==> src/rtl/bin2bcd_seq_pkg.sv <==
// Shared types and sizing for the sequential binary-to-BCD converter.
// Defaults match the CPU top: 32-bit values shown on ten digits.
package bin2bcd_seq_pkg;

  typedef enum logic {
    IDLE = 1'b0,
    CONV = 1'b1
  } state_t;

  localparam int WIDTH_DEF  = 32;
  localparam int DIGITS_DEF = 10;

  function automatic int cnt_w(input int w);
    return (w > 1) ? $clog2(w) : 1;
  endfunction

  localparam int CNT_W = cnt_w(WIDTH_DEF);

endpackage

==> src/rtl/bin2bcd_seq_add3.sv <==
// Double-dabble digit adjuster: a digit of 5 or more gets +3.
// The result stays 4 bits wide; legal digits never exceed 12.
module bcd_add3 (
  input  logic [3:0] i_digit,
  output logic [3:0] o_digit
);

  assign o_digit = (i_digit >= 4'd5) ? i_digit + 4'd3 : i_digit;

endmodule

==> src/rtl/bin2bcd_seq.sv <==
// Sequential binary-to-BCD converter, one input bit per clock.
// Feeds packed digits to the seg7 display decoders.
module bin2bcd_seq
  import bin2bcd_seq_pkg::*;
#(
  parameter int WIDTH  = WIDTH_DEF,
  parameter int DIGITS = DIGITS_DEF
) (
  input  logic                  clk,
  input  logic                  rst,
  input  logic                  start,
  input  logic [WIDTH-1:0]      bin_in,
  output logic                  busy,
  output logic                  done,
  output logic [4*DIGITS-1:0]   bcd_out,
  output logic                  ovf
);

  localparam int CW = cnt_w(WIDTH);
  localparam int BW = 4 * DIGITS;

  state_t            r_state;
  state_t            w_next;
  logic              w_load;
  logic              w_fin;
  logic [WIDTH-1:0]  r_shift;
  logic [BW-1:0]     r_acc;
  logic [CW-1:0]     r_cnt;
  logic              r_ovf_st;
  logic [BW-1:0]     r_bcd;
  logic              r_ovf;
  logic              r_done;
  logic [BW-1:0]     w_adj;
  logic [BW-1:0]     w_acc_nx;
  logic              w_ovf_nx;
  logic              w_last;

  for (genvar g = 0; g < DIGITS; g++) begin : g_adj
    bcd_add3 u_add3 (
      .i_digit (r_acc[4*g +: 4]),
      .o_digit (w_adj[4*g +: 4])
    );
  end

  // The bit leaving the top digit is worth 10^DIGITS: overflow.
  assign w_acc_nx = {w_adj[BW-2:0], r_shift[WIDTH-1]};
  assign w_ovf_nx = r_ovf_st | w_adj[BW-1];
  assign w_last   = (r_cnt == CW'(WIDTH - 1));

  always_comb begin
    w_next = r_state;
    w_load = 1'b0;
    w_fin  = 1'b0;
    unique case (r_state)
      IDLE: begin
        if (start) begin
          w_load = 1'b1;
          w_next = CONV;
        end
      end
      CONV: begin
        if (w_last) begin
          w_fin  = 1'b1;
          w_next = IDLE;
        end
      end
      default: w_next = IDLE;
    endcase
  end

  always_ff @(posedge clk) begin
    if (rst) begin
      r_state <= IDLE;
    end else begin
      r_state <= w_next;
    end
  end

  always_ff @(posedge clk) begin
    if (rst) begin
      r_shift  <= '0;
      r_acc    <= '0;
      r_cnt    <= '0;
      r_ovf_st <= 1'b0;
      r_bcd    <= '0;
      r_ovf    <= 1'b0;
      r_done   <= 1'b0;
    end else begin
      r_done <= w_fin;
      if (w_load) begin
        r_shift  <= bin_in;
        r_acc    <= '0;
        r_cnt    <= '0;
        r_ovf_st <= 1'b0;
      end else if (r_state == CONV) begin
        r_shift  <= {r_shift[WIDTH-2:0], 1'b0};
        r_acc    <= w_acc_nx;
        r_cnt    <= r_cnt + CW'(1);
        r_ovf_st <= w_ovf_nx;
      end
      if (w_fin) begin
        r_bcd <= w_acc_nx;
        r_ovf <= w_ovf_nx;
      end
    end
  end

  assign busy    = (r_state == CONV);
  assign done    = r_done;
  assign bcd_out = r_bcd;
  assign ovf     = r_ovf;

endmodule

==> config.mk <==
export PLATFORM = sky130hd
export DESIGN_NAME = bin2bcd_seq
export DESIGN_NICKNAME = d
export VERILOG_FILES = /design/src/rtl/bin2bcd_seq_pkg.sv /design/src/rtl/bin2bcd_seq_add3.sv /design/src/rtl/bin2bcd_seq.sv
export SDC_FILE = /design/constraint.sdc
export NUM_CORES = 1
export LEC_CHECK = 0
export CAP_MARGIN = 10
export CORE_MARGIN = 3
export CORE_UTILIZATION = 47
export CTS_BUF_LIST = sky130_fd_sc_hd__clkbuf_8
export CTS_CLUSTER_SIZE = 12
export DETAILED_ROUTE_END_ITERATION = 6
export HOLD_SLACK_MARGIN = 0.05
export PLACE_DENSITY_LB_ADDON = 0.25
export SETUP_SLACK_MARGIN = 0.3
export SYNTH_ARGS = -nofsm -noshare
export SYNTH_HDL_FRONTEND = slang
export SYNTH_SLANG_ARGS = --single-unit
==> constraint.sdc <==
create_clock -name clk -period 1.6 [get_ports clk]
set_input_delay 0.16 -clock clk [delete_from_list [all_inputs] [get_ports clk]]
set_output_delay 0.16 -clock clk [all_outputs]
set_load 0.01 [all_outputs]
==> Word level (Yosys, flattened, before mapping) <==
Index checks and enable logic that the tools add are counted.
{ "classes": {"add_sub_neg": 11, "n_lt_le_gt_ge": 10, "n_eq_ne": 1, "mux": 18, "n_bitwise": 2, "n_reduce_logical": 2} }
{ "op_table": {"columns": ["operator", "count"], "rows": [
  ["$mux W32", 2],
  ["$add A4 B2 Y4 const B", 10],
  ["$ge A4 B3 Y1 const B", 10],
  ["$mux W4", 10],
  ["$add A5 B1 Y5 const B", 1],
  ["$eq A5 B5 Y1 const B", 1],
  ["$mux W1", 5],
  ["$pmux W1 S2", 1],
  ["$reduce_bool A2 Y1", 1],
  ["$reduce_or A2 Y1", 1],
  ["$not A1 Y1", 1],
  ["$or A1 B1 Y1", 1]
]} }
{ "totals": {"regBits": 121, "in_bits": 35, "out_inout_bits": 43, "wordCells": 52} }

==> Depth between registers and ports, before layout <==
{ "depth": {"depth_word": 3, "ltp_mapped": 9, "depth_no_buf": 8} }

==> Modules after synthesis <==
From an unflattened synthesis, not the netlist that was laid out.
{ "hier_totals": {"hier_cells": 555, "hier_area_um2": 5398.9} }
{ "modules_own_cells": {"columns": ["module", "n_inst", "cells_each", "area_per_inst_um2", "seq_area_each_um2"], "rows": [
  ["bin2bcd_seq", 1, 395, 4385.5, 2422.3],
  ["bcd_add3", 10, 16, 101.3, 0.0]
]} }

==> Least setup slack after synthesis <==
OpenSTA, ideal clock, no wires.
{ "synth_timing": {"path_type": "register -> register", "start": "register r_cnt[0]", "end": "register r_ovf (netlist: ovf)", "setup_time_ns": 0.126, "t_arrival_ns": 1.444, "required_ns": 1.474, "slack_ns": 0.031, "stages_incl_launch_ff": 10, "path_buffers": 1, "synth_period_minus_slack_ns": 1.569, "cell_sequence": "dfxtp_1 ha_1 and3_1 ha_1 nand2_2 or2_4 inv_2 buf_6 a22oi_1 o21ai_0"} }
{ "synth_between": {"elab_chain_len": 3} }
{ "synth_lines": {"columns": ["item", "line", "rtl"], "rows": [
  ["start, declared", "bin2bcd_seq.sv:28", "logic [CW-1:0] r_cnt;"],
  ["start signal, assigned", "bin2bcd_seq.sv:98", "r_cnt <= r_cnt + CW'(1);"],
  ["$eq A5 B5 Y1", "bin2bcd_seq.sv:48", "assign w_last = (r_cnt == CW'(WIDTH - 1));"],
  ["$mux W1", "bin2bcd_seq.sv:62", "if (w_last) begin"],
  ["$mux W1", "bin2bcd_seq.sv:54", "unique case (r_state)"],
  ["end signal, assigned", "bin2bcd_seq.sv:103", "r_ovf <= w_ovf_nx;"],
  ["end, declared", "bin2bcd_seq.sv:31", "logic r_ovf;"]
]} }
No other way between the ends.
A chain may end at the register's enable or synchronous reset.

==> Worst setup path in the final report <==
{ "layout_timing": {"start": "register r_cnt[0]", "end": "register r_bcd[31] (netlist: bcd_out[31])"} }
{ "layout_between": {"elab_chain_len": 3} }
{ "layout_lines": {"columns": ["item", "line", "rtl"], "rows": [
  ["$eq A5 B5 Y1", "bin2bcd_seq.sv:48", null],
  ["$mux W1", "bin2bcd_seq.sv:62", null],
  ["$mux W1", "bin2bcd_seq.sv:54", null],
  ["end signal, assigned", "bin2bcd_seq.sv:102", "r_bcd <= w_acc_nx;"],
  ["end, declared", "bin2bcd_seq.sv:30", "logic [BW-1:0] r_bcd;"]
]} }
No other way between the ends.

==> summary.md <==
| Metric | Value |
|---|---|
| Remaining routing DRC violations | 0 |
| Setup slack of the critical path after layout | -77.0 ps |
| Setup Crit Path Kind | flop to flop |
| # fillers | 725 |
| Register cell area after layout | ~0.0025 sq mm |
| Share of async-settable or async-resettable flops after synthesis | 0 |
| Smallest hold slack | 92.4 ps |
| Number of setup violations in the final report | 42 |
| Hold Fails Final Rpt | 0 |
| Setup Skew | 15.0 ps |
| Result of the run | finished, violations left |
| Part of the total power dissipated in combinational logic | 0.143 |
| Number of clock sinks | about 120 |
| Data arrival time of the worst path | 2050 ps |
| Worst R2R Start | r_cnt[0] |
| Total negative slack | -1440 ps |
| Synthesized cell area | approximately 0.0057 sq mm |
| Core utilization of the finished layout | 0.737 |
| Net switching fraction of the power | 0.268 |
| Number of library cell types mapped by synthesis | 38 |
| Die span in x | 116 microns |
| Net load switching power | 1.77 mW |
| Rows | 39 |
| Estimated wirelength of the detail-placed design | 8800 microns |
| Maximum clock path buffer count | 2 |
| Peak supply drop | approximately 0.55 mV |
| Via count of the first global-routing pass | 5108 |
| Setup crit end kind | flop |
| Design Area, Final | 0.00856 sq mm |
| Power density over the cells | 775 mW/mm^2 |
| Remaining antenna violation count | 0 |
| Count of input and output buffers | 77 |
| Total power draw | 6.63 mW |
| Fraction of layout cells with a size suffix above 1 | 0.372 |
| Routed Wire Length | about 18000 microns |
| Overall die area | around 0.013 sq mm |
| Worst setup slack after placement | -49.5 ps |
| R2r endpoint | bcd_out[31] |
| Clock network latency to the later pin of the worst-skew pair | 460 ps |
| CP Data Required Time | 1970 ps |
| Number of synthesized flops with an enable pin | 0 |
| Clk network pwr share | 0.383 |
| Wire length of the first global-routing pass | 24100 microns |
| Mean cell area of the mapped netlist | 8.46 sq um |
| Final Net Count | about 860 |
| Relative area change from synthesis to final layout | 50.3% |
| Slew margin rel. | 0.760 |
| Die Y | 116 microns |
| Diodes inserted | 0 |
| Count of yosys warnings during synthesis | 0 |
| Setup slack on the worst flop-to-flop path | -80 ps |
| Total vias in the final route | 5522 |
| Net count after synthesis | 730 |
| Clock Tree Root | sky130_fd_sc_hd__clkbuf_8 |
| Global router's overall resource usage | 0.227 |
| Post-synth top flop | sky130_fd_sc_hd__dfxtp_1 |
| Clock period minus final worst setup slack | 1680 ps |
| Critical Path Fanout Max | 6 |
| Number of H-tree levels | 4 |
| Area of the core region | 0.0116 sq mm |
| Violations in the final reports | setup timing |
| Worst hold path type | primary input to flop |
| Commonest cells after routing, fill and taps aside | 91 x sky130_fd_sc_hd__dfxtp_1, 87 x sky130_fd_sc_hd__nor2_1, 69 x sky130_fd_sc_hd__nand2_1, 61 x sky130_fd_sc_hd__a21oi_1, 49 x sky130_fd_sc_hd__buf_4 |
| Iteration-0 DRC Markers | between 300 and 400 |
| Sequential group share of total power | 0.474 |
| Transition time at the pin with the least slew margin | 359 ps |
| Routed len/inst | 18.5 microns |
| Final worst path period share | 1.05 |
| Clock tree from TritonCTS | built |
| Internal portion of total power | 4.86 mW |
| Antenna violations before repair | 0 |
| R2R cell count | 7 |
| CP endpoint | bcd_out[31] |
| Clock-pin slew reported for the worst setup and hold paths after clock tree synthesis | 60 ps |
| First-pass iteration count of the detailed router | 7 |
| Cells after DPL | 871 |
| Commonest non-fill, non-tap cell in the layout | sky130_fd_sc_hd__dfxtp_1 |
| Share of the yosys chip area belonging to registers | 0.425 |
| Pin count of the biggest net entering global routing | 100 |
| Number of I/O pins | 78 |
| Footprint of the multi-input gates | ~0.0038 sq mm |
| CTS buffer count | 17 |
| F_max | 596 MHz |
| Final max-slew violation count | 0 |
| Post-synthesis register bit count | 121 |
| Number of buffers inserted by hold repair at cts | 0 |
| Routed via count divided by cell count | 5.75 |
| Initial cell density of the core | 0.490 |
| Leakage power figure | 3.41 nW |
| Setup repair after global routing missed its margin | true |
| Cell area after placement | ~0.0067 sq mm |
| Max Cap Violations | 0 |
| Post-layout instance count excluding filler cells | 960 |
| Worst setup path start | r_cnt[0] |
| Synthesized instance count | just under 700 |
| Critical path startpoint category | flop |
| Global route total overflow | 0 |
| Placer's final routability congestion estimate | 0.842 |
[state kept, by name (all words and copies together) (netlist names)]
| name | flops |
|---|---|
| bcd_out | 40 |
| r_acc | 40 |
| r_cnt | 5 |
| done | 1 |
| busy | 1 |
| r_ovf_st | 1 |
| r_shift | 32 |
| ovf | 1 |
[area by class of cell]
cell class,instances,share of cell area
clock buffer,20,0.0322
sequential,121,0.290
inverter,23,0.0151
clock inverter,12,0.00980
multi-input combinational,489,0.442
timing repair buffer,152,0.190
tap,143,0.0209
[cell usage after synthesis, types with 2 or more instances]
| cell type | instances | area [sq um] |
|---|---|---|
| sky130_fd_sc_hd__o22ai_1 | 11 | 68.8 |
| sky130_fd_sc_hd__nand2b_1 | 11 | 68.8 |
| sky130_fd_sc_hd__o311ai_2 | 10 | 163 |
| sky130_fd_sc_hd__a21oi_1 | 71 | 355 |
| sky130_fd_sc_hd__nor2b_1 | 10 | 62.6 |
| sky130_fd_sc_hd__nor3_1 | 11 | 55.1 |
| sky130_fd_sc_hd__buf_4 | 5 | 37.5 |
| sky130_fd_sc_hd__nand3_1 | 20 | 100 |
| sky130_fd_sc_hd__xnor2_1 | 11 | 96.3 |
| sky130_fd_sc_hd__nor2_1 | 87 | 327 |
| sky130_fd_sc_hd__o21ai_2 | 3 | 26.3 |
| sky130_fd_sc_hd__nor3b_1 | 10 | 75.1 |
| sky130_fd_sc_hd__ha_1 | 22 | 275 |
| sky130_fd_sc_hd__clkbuf_1 | 8 | 30.0 |
| sky130_fd_sc_hd__buf_2 | 21 | 105 |
| sky130_fd_sc_hd__nand2_1 | 80 | 300 |
| sky130_fd_sc_hd__a211oi_1 | 7 | 52.6 |
| sky130_fd_sc_hd__xor2_1 | 2 | 17.5 |
| sky130_fd_sc_hd__a31oi_1 | 10 | 62.6 |
| sky130_fd_sc_hd__inv_1 | 21 | 78.8 |
| sky130_fd_sc_hd__o21ai_0 | 56 | 280 |
| sky130_fd_sc_hd__a21oi_2 | 7 | 61.3 |
| sky130_fd_sc_hd__inv_2 | 2 | 7.51 |
| sky130_fd_sc_hd__buf_6 | 5 | 56.3 |
| sky130_fd_sc_hd__a21oi_4 | 4 | 65.1 |
| sky130_fd_sc_hd__dfxtp_1 | 121 | 2420 |
| sky130_fd_sc_hd__a211oi_2 | 2 | 25.0 |
| sky130_fd_sc_hd__mux2i_1 | 35 | 350 |
[layer usage]
| layer | track usage | wire length, microns | part of all wire |
|---|---|---|---|
| met5 | 0 | 0 | 0 |
| met4 | 0.0913 | 553 | 0.031 |
| met3 | 0.0548 | 918 | 0.052 |
| met2 | 0.395 | 9070 | 0.51 |
| met1 | 0.268 | 7240 | 0.41 |
[worst max-delay path, stage by stage (launching register included)]
cell	delay, ps
sky130_fd_sc_hd__dfxtp_2	350
sky130_fd_sc_hd__ha_4	130
sky130_fd_sc_hd__and3_4	180
sky130_fd_sc_hd__ha_4	130
sky130_fd_sc_hd__nand2_2	50
sky130_fd_sc_hd__or2_4	310
sky130_fd_sc_hd__bufbuf_16	300
sky130_fd_sc_hd__o21ai_1	140
[logic make-up after synthesis]
logic type               count (synthesis)  synth area share
adder cells (fa/ha/maj)                 22            0.0483
multiplexers                            35            0.0615
buffers and inverters                   63            0.0563
AO/OA/AOI/OAI                          186             0.210
AND/OR/NAND/NOR                        233             0.178
XOR/XNOR                                13            0.0200
flip-flops                             121             0.425
[repair_timing]
item | CTS | global route
buffers inserted | 25 | 21
endpoints found under the setup margin | 117 | 125
gates cloned | 5 | 6
pin swaps | 37 | 58
resized for setup | 187 | 132
[power groups by stage]
stage,sequential [mW],clock [mW],combinational (mW)
floorplan,3.19,0,0.451
global placement,3.20,0,0.609
detailed placement,3.21,0,0.632
CTS,3.14,2.53,0.756
global route,3.15,2.66,1.02
finish,3.14,2.54,0.949
[how the worst min path moves through the flow]
stage / from / end / slack (ps) / cells after the start
after floorplan: bin_in[0] / r_shift[0] / 360 / 2
after global placement: bcd_out[15] / bcd_out[15] / 430 / 2
after detailed placement: bcd_out[21] / bcd_out[21] / 440 / 2
after CTS: start / busy / 80 / 2
after global routing: start / busy / 110 / 2
final: start / busy / 90 / 2
(Power assumes the default switching activity.)
